==> config.mk <==
export PLATFORM = sky130hd
export DESIGN_NAME = data_partition_merge
export DESIGN_NICKNAME = d
export VERILOG_FILES = /design/src/rtl/data_partition_pkg.sv /design/src/rtl/data_partition_merge.sv
export SDC_FILE = /design/constraint.sdc
export NUM_CORES = 1
export LEC_CHECK = 0
export BUFFER_PORTS_ARGS = -buffer_cell sky130_fd_sc_hd__clkbuf_2
export CAP_MARGIN = 20
export CORE_MARGIN = 2
export CORE_UTILIZATION = 49
export CTS_CLUSTER_DIAMETER = 120
export DETAILED_ROUTE_END_ITERATION = 6
export GPL_TIMING_DRIVEN = 0
export PLACE_DENSITY_LB_ADDON = 0.08
export SYNTH_ARGS = -nofsm -noshare
export SYNTH_HDL_FRONTEND = slang
export SYNTH_SLANG_ARGS = --single-unit
==> constraint.sdc <==
create_clock -name clock -period 3.4 [get_ports clock]
set_clock_uncertainty 0.05 [all_clocks]
set_input_delay 1.02 -clock clock [delete_from_list [all_inputs] [get_ports clock]]
set_output_delay 1.02 -clock clock [all_outputs]
set_load 0.01 [all_outputs]
==> src/rtl/data_partition_pkg.sv <==
// Shared constants for data_partition_merge: FSM state encoding, sub-index width and
// descriptor field offsets ({sub_idx, id, addr, len} in, {id, base_addr, total_len} out).
package data_partition_pkg;

    localparam int unsigned SubIdxW = 4;

    typedef logic [1:0] state_t;

    localparam state_t StIdle = 2'd0;
    localparam state_t StAcc  = 2'd1;
    localparam state_t StEmit = 2'd2;
    localparam state_t StDrop = 2'd3;

    localparam int unsigned FragLenLsb = 0;
    localparam int unsigned OutLenLsb  = 0;

    function automatic int unsigned frag_addr_lsb(input int unsigned lsize);
        return lsize;
    endfunction

    function automatic int unsigned frag_id_lsb(input int unsigned lsize, input int unsigned asize);
        return lsize + asize;
    endfunction

    function automatic int unsigned frag_sub_lsb(input int unsigned lsize, input int unsigned asize,
                                                 input int unsigned idsize);
        return lsize + asize + idsize;
    endfunction

    function automatic int unsigned out_addr_lsb(input int unsigned lsize);
        return lsize;
    endfunction

    function automatic int unsigned out_id_lsb(input int unsigned lsize, input int unsigned asize);
        return lsize + asize;
    endfunction

endpackage

==> src/rtl/data_partition_merge.sv <==
// Merges indexed fragments of one transaction into a single {id, base_addr, total_len} descriptor.
// Fragment checking, err and err_cnt are active only with DATA_PARTITION_MERGE_CHECK_EN defined.
module data_partition_merge
    import data_partition_pkg::*;
#(
    parameter int unsigned PLEN      = 128,
    parameter int unsigned LSIZE     = 12,
    parameter int unsigned IDSIZE    = 4,
    parameter int unsigned ASIZE     = 16,
    parameter int unsigned ADDR_STEP = 1
) (
    input  logic                                  clock,
    input  logic                                  rst_n,
    input  logic                                  frag_valid,
    output logic                                  frag_ready,
    input  logic [SubIdxW+IDSIZE+ASIZE+LSIZE-1:0] frag_data,
    input  logic                                  frag_last,
    output logic                                  out_valid,
    input  logic                                  out_ready,
    output logic [IDSIZE+ASIZE+LSIZE-1:0]         out_data,
    output logic                                  err,
    output logic [15:0]                           err_cnt
);

    localparam int unsigned AccW       = LSIZE + SubIdxW;
    localparam int unsigned SubLsb     = frag_sub_lsb(LSIZE, ASIZE, IDSIZE);
    localparam int unsigned IdLsb      = frag_id_lsb(LSIZE, ASIZE);
    localparam int unsigned AddrLsb    = frag_addr_lsb(LSIZE);
    localparam int unsigned OutIdLsb   = out_id_lsb(LSIZE, ASIZE);
    localparam int unsigned OutAddrLsb = out_addr_lsb(LSIZE);

    localparam logic [LSIZE-1:0] FullLen   = LSIZE'(PLEN - 1);
    localparam logic [AccW:0]    PlenBeats = (AccW + 1)'(PLEN);
    localparam logic [ASIZE-1:0] AddrInc   = ASIZE'(ADDR_STEP * PLEN / 1024);

    logic [SubIdxW-1:0] f_sub;
    logic [IDSIZE-1:0]  f_id;
    logic [ASIZE-1:0]   f_addr;
    logic [LSIZE-1:0]   f_len;

    assign f_sub  = frag_data[SubLsb +: SubIdxW];
    assign f_id   = frag_data[IdLsb +: IDSIZE];
    assign f_addr = frag_data[AddrLsb +: ASIZE];
    assign f_len  = frag_data[FragLenLsb +: LSIZE];

    state_t             state_q, state_d;
    logic               ready_q, ready_d;
    logic [IDSIZE-1:0]  id_q, id_d;
    logic [ASIZE-1:0]   addr_q, addr_d;
    logic [LSIZE-1:0]   acc_q, acc_d;
    logic [AccW:0]      base_q, base_d;
    logic [SubIdxW-1:0] exp_idx_q, exp_idx_d;
    logic [ASIZE-1:0]   exp_addr_q, exp_addr_d;

    logic               accept;
    logic               viol;
    logic [AccW:0]      base_sel;
    logic [AccW+1:0]    acc_sum;

    assign accept = frag_valid && ready_q;

    // base_q counts the beats of all fragments before the current one, so the index wrap at
    // 16 fragments does not lose length.
    assign base_sel = (state_q == StAcc) ? base_q : '0;
    assign acc_sum  = (AccW + 2)'(base_sel) + (AccW + 2)'(f_len);

`ifdef DATA_PARTITION_MERGE_CHECK_EN
    logic        err_q;
    logic [15:0] err_cnt_q;
    logic        len_bad;
    logic        acc_ovf;

    assign len_bad = !frag_last && (f_len != FullLen);
    assign acc_ovf = |acc_sum[AccW+1:LSIZE];

    always_comb begin
        viol = 1'b0;
        case (state_q)
            StIdle:  viol = (f_sub != '0) || len_bad;
            StAcc:   viol = (f_sub != exp_idx_q) || (f_id != id_q) || (f_addr != exp_addr_q) ||
                            len_bad || acc_ovf;
            default: viol = 1'b0;
        endcase
    end

    always_ff @(posedge clock or negedge rst_n) begin
        if (!rst_n) begin
            err_q     <= 1'b0;
            err_cnt_q <= '0;
        end else begin
            err_q <= accept && viol;
            if (accept && viol && (err_cnt_q != 16'hFFFF)) begin
                err_cnt_q <= err_cnt_q + 16'd1;
            end
        end
    end

    assign err     = err_q;
    assign err_cnt = err_cnt_q;
`else
    logic unused_chk;
    assign unused_chk = ^{f_sub, acc_sum[AccW+1:LSIZE]};
    assign viol       = 1'b0;
    assign err        = 1'b0;
    assign err_cnt    = '0;
`endif

    always_comb begin
        state_d    = state_q;
        id_d       = id_q;
        addr_d     = addr_q;
        acc_d      = acc_q;
        base_d     = base_q;
        exp_idx_d  = exp_idx_q;
        exp_addr_d = exp_addr_q;
        case (state_q)
            StIdle, StAcc: begin
                if (accept) begin
                    if (viol) begin
                        state_d = frag_last ? StIdle : StDrop;
                    end else begin
                        if (state_q == StIdle) begin
                            id_d       = f_id;
                            addr_d     = f_addr;
                            exp_idx_d  = SubIdxW'(1);
                            exp_addr_d = f_addr + AddrInc;
                        end else begin
                            exp_idx_d  = exp_idx_q + SubIdxW'(1);
                            exp_addr_d = exp_addr_q + AddrInc;
                        end
                        acc_d   = acc_sum[LSIZE-1:0];
                        base_d  = base_sel + PlenBeats;
                        state_d = frag_last ? StEmit : StAcc;
                    end
                end
            end
            StEmit: begin
                if (out_ready) state_d = StIdle;
            end
            StDrop: begin
                if (accept && frag_last) state_d = StIdle;
            end
            default: state_d = StIdle;
        endcase
    end

    // Registered so that frag_ready stays low through reset and rises on the first clock after.
    assign ready_d = (state_d != StEmit);

    always_ff @(posedge clock or negedge rst_n) begin
        if (!rst_n) begin
            state_q    <= StIdle;
            ready_q    <= 1'b0;
            id_q       <= '0;
            addr_q     <= '0;
            acc_q      <= '0;
            base_q     <= '0;
            exp_idx_q  <= '0;
            exp_addr_q <= '0;
        end else begin
            state_q    <= state_d;
            ready_q    <= ready_d;
            id_q       <= id_d;
            addr_q     <= addr_d;
            acc_q      <= acc_d;
            base_q     <= base_d;
            exp_idx_q  <= exp_idx_d;
            exp_addr_q <= exp_addr_d;
        end
    end

    assign frag_ready = ready_q;
    assign out_valid  = (state_q == StEmit);

    always_comb begin
        out_data                         = '0;
        out_data[OutIdLsb +: IDSIZE]     = id_q;
        out_data[OutAddrLsb +: ASIZE]    = addr_q;
        out_data[OutLenLsb +: LSIZE]     = acc_q;
    end

endmodule

==> flow_summary.ini <==
[pwr]
switching_share_pct = 36.8
p_sw_uw = 835
comb_power_share_pct = 45.2
max-vdd-ir-drop_mv = 0.441
leakage_uw = 0.00160
pwr-share-clk_pct = 14.0
seq_power_share_pct = 40.7
power.internal_uw = 1440
p_per_area_mw_per_mm2 = 735

[setup_path]
start_kind = flop
cp_max_fo = 10
max_stage_delay_ns = 0.41
crit_path_cell_trace = buf_6 -> and2b_4 -> clkbuf_1 -> and2_1 -> ha_1 -> fa_1 -> a21oi_1 -> o221ai_2 -> a31oi_2 -> mux2i_1 -> xnor2_1 -> o21ai_1
critical_path_arrival_ns = 3.22
required_ns = 3.53
critical_path_buf_inv_count = 2
r2r_end = acc_q[10]
rrSetupSlack_ns = 0.31
critPathTopFamily = compound AO/OA/AOI/OAI gates
critPathCaptureType = flop
crit_type = flop to flop
r2r-start = state_q[0]
cp_slowest_cell = fa_1
rr_worst_depth = 12

[placed_design]
hpwl_um = 3610
numPortBuffers = 70
dpl_worst_slack_ns = 0.298
placed_area_sq_mm = 0.00301
gp_congestion = 0.804

[floorplan]
placement_rows = 25
initial_core_util_pct = 51.7
die_y_um = 75.3
die_area_sq_mm = 0.00567
ios = 92
die_x_um = 75.3
core_sq_mm = 0.00482

[detailed_routing]
via_count = 1786
antenna_left = 0
drc = 0
wire_per_inst_um = 11.6
vias_per_cell = 4.60
drt_iter0_markers = 68
drt_first_pass_iters = 4
routed_wl_um = 4510

[synth]
synth_area_sq_mm = 0.00249
ys.flop_type = dfrtp_1
yosysSeqAreaShare_pct = 47.2
synth_edf_count = 0
synth_cell_types = 40
async_reset_ff_share_pct = 100
avgSynthCellArea_sq_um = 11.0
synth_seq_cells = 47
yosys_warnings = 0
syn_inst = 226

[clocking]
clock-root-buffer = clkbuf_8
cts_setup_buffers = 0
cts_inserted_buffers = 5
cts_tree = built
numClockSinks = 47
clk_latency_ns = 0.30
cts_hold_buf = 0
cts_htree_levels = 2
postCtsResizedCells = 0
clk_path_buf_depth = 2
cts.clk_slew.worst_paths_ns = 0.08

[min_path]
min_to = acc_q[0]
min_path_type = flop to flop
holdPathStages = 2
hp-start = acc_q[0]

[global_routing]
grt_use_total_pct = 17.3
grtUsageMet2_pct = 26.8
antenna_found_initial = 0
grt-ovfl-total = 0
grt_max_degree = 35
top_usage_layer = met2
met1_usage_pct = 22.9
grt_pass1_wl_um = 7400
first_global_vias = 1675
use_met3_pct = 4.63

[timing]
period_share_pct = 91.0
hold_slack_ns = 0.426
rsz0062_at_grt = no
fmax_mhz = 323
fin_ws_ns = 0.306
setup_viol = 0
hold_viol_final = 0
maxSlewViolCount = 0
fin_tns_setup_ns = 0
fin_crit_ns = 3.09

[flow_run]
maxCapViolations = 0

[cells_and_area]
syn_to_final_growth_pct = 23.9
layout_commonest_cell = clkbuf_2
diodes = 0
ff_latch_area_sq_mm = 0.00118
post-route-util_pct = 64.1
nNetsFinal = 372
final_cell_area_sq_mm = 0.00309
n_fill_cell = 441
multiInputGateArea_sq_mm = 0.00118
mostFrequentLayoutCells = clkbuf_2 (70), dfrtp_1 (47), nand2_1 (29)
drive_gt1_share_pct = 39.3

[status]
status = complete, no violations
-- power by group through the flow --
stage	combinational, uW	sequential, uW	clock (uW)
after floorplan	604	1020	0
after global placement	1020	927	0
after detailed placement	1050	941	0
after CTS	1050	929	335
after global routing	1140	963	351
final	1030	925	318
-- per-stage QoR --
| stage | cells | power [uW] |
|---|---|---|
| after global routing | 388 | 2460 |
| after global placement | 379 | 1950 |
| final | 388 | 2270 |
| after CTS | 388 | 2310 |
| after detailed placement | 380 | 1990 |
| after floorplan | 242 | 1620 |
-- layout make-up --
class / count / share of cell area (%)
multi-input combinational: 165 / 38.2
buffer: 25 / 5.75
timing repair buffer: 71 / 12.0
inverter: 5 / 0.608
sequential: 47 / 38.1
clock inverter: 1 / 0.162
tap: 67 / 2.71
clock buffer: 7 / 2.47
-- worst max-delay path by stage --
| stage | start | endpoint | slack [ns] | cells past startpoint |
|---|---|---|---|---|
| floorplan | frag_data[0] | acc_q[10] | 0.58 | 8 |
| global placement | frag_data[0] | acc_q[10] | 0.30 | 9 |
| detailed placement | frag_data[0] | acc_q[10] | 0.30 | 9 |
| CTS | state_q[0] | acc_q[10] | 0.29 | 12 |
| global route | state_q[1] | acc_q[10] | 0.06 | 11 |
| finish | state_q[0] | acc_q[10] | 0.31 | 12 |
-- synth_stat cells, drive strengths merged (2+ instances only) --
cell type / instances / area (sq um)
nand2: 29 / 109
clkbuf: 3 / 11.3
o21a: 3 / 22.5
mux2i: 2 / 20.0
o31ai: 2 / 15.0
nor2b: 8 / 50.1
inv: 5 / 18.8
and2: 10 / 62.6
dfrtp: 47 / 1180
nand3: 4 / 20.0
mux2: 21 / 236
nand2b: 2 / 12.5
a21oi: 8 / 40.0
ha: 10 / 125
buf: 22 / 166
nor2: 5 / 35.0
a22o: 2 / 17.5
a31oi: 3 / 25.0
xor2: 5 / 43.8
xnor2: 7 / 80.1
o21ai: 16 / 80.1
-- cell families after synthesis --
group,count (synthesis),share of synthesized area [%]
other,1,0.150
xor gates and xnor gates,12,4.97
and+or+nand+nor,65,14.1
adders and majority gates,11,5.82
buffers and inverters,30,7.88
DFF,47,47.2
muxes,23,10.3
AOI/OAI and AO/OA,37,9.59
-- state kept, by name, summed over array words and instances, names as in the netlist --
| signal | count |
|---|---|
| id_q | 4 |
| base_q | 12 |
| frag_ready | 1 |
| acc_q | 12 |
| addr_q | 16 |
| state_q | 2 |
-- metal layers --
metal	share of wire, %	wire length [um]
met3	6.7	302
met5	0	0
met2	48	2170
met4	1.9	87
met1	43	1950
-- worst reg2reg max path, stage by stage (launching register included) --
cell and delay, ns:
dfrtp_1 0.38, buf_6 0.15, and2b_4 0.19, clkbuf_1 0.20, and2_1 0.21, ha_1 0.20
fa_1 0.41, a21oi_1 0.29, o221ai_2 0.18, a31oi_2 0.27, mux2i_1 0.25, xnor2_1 0.14
o21ai_1 0.07
(Power assumes the default switching activity.)
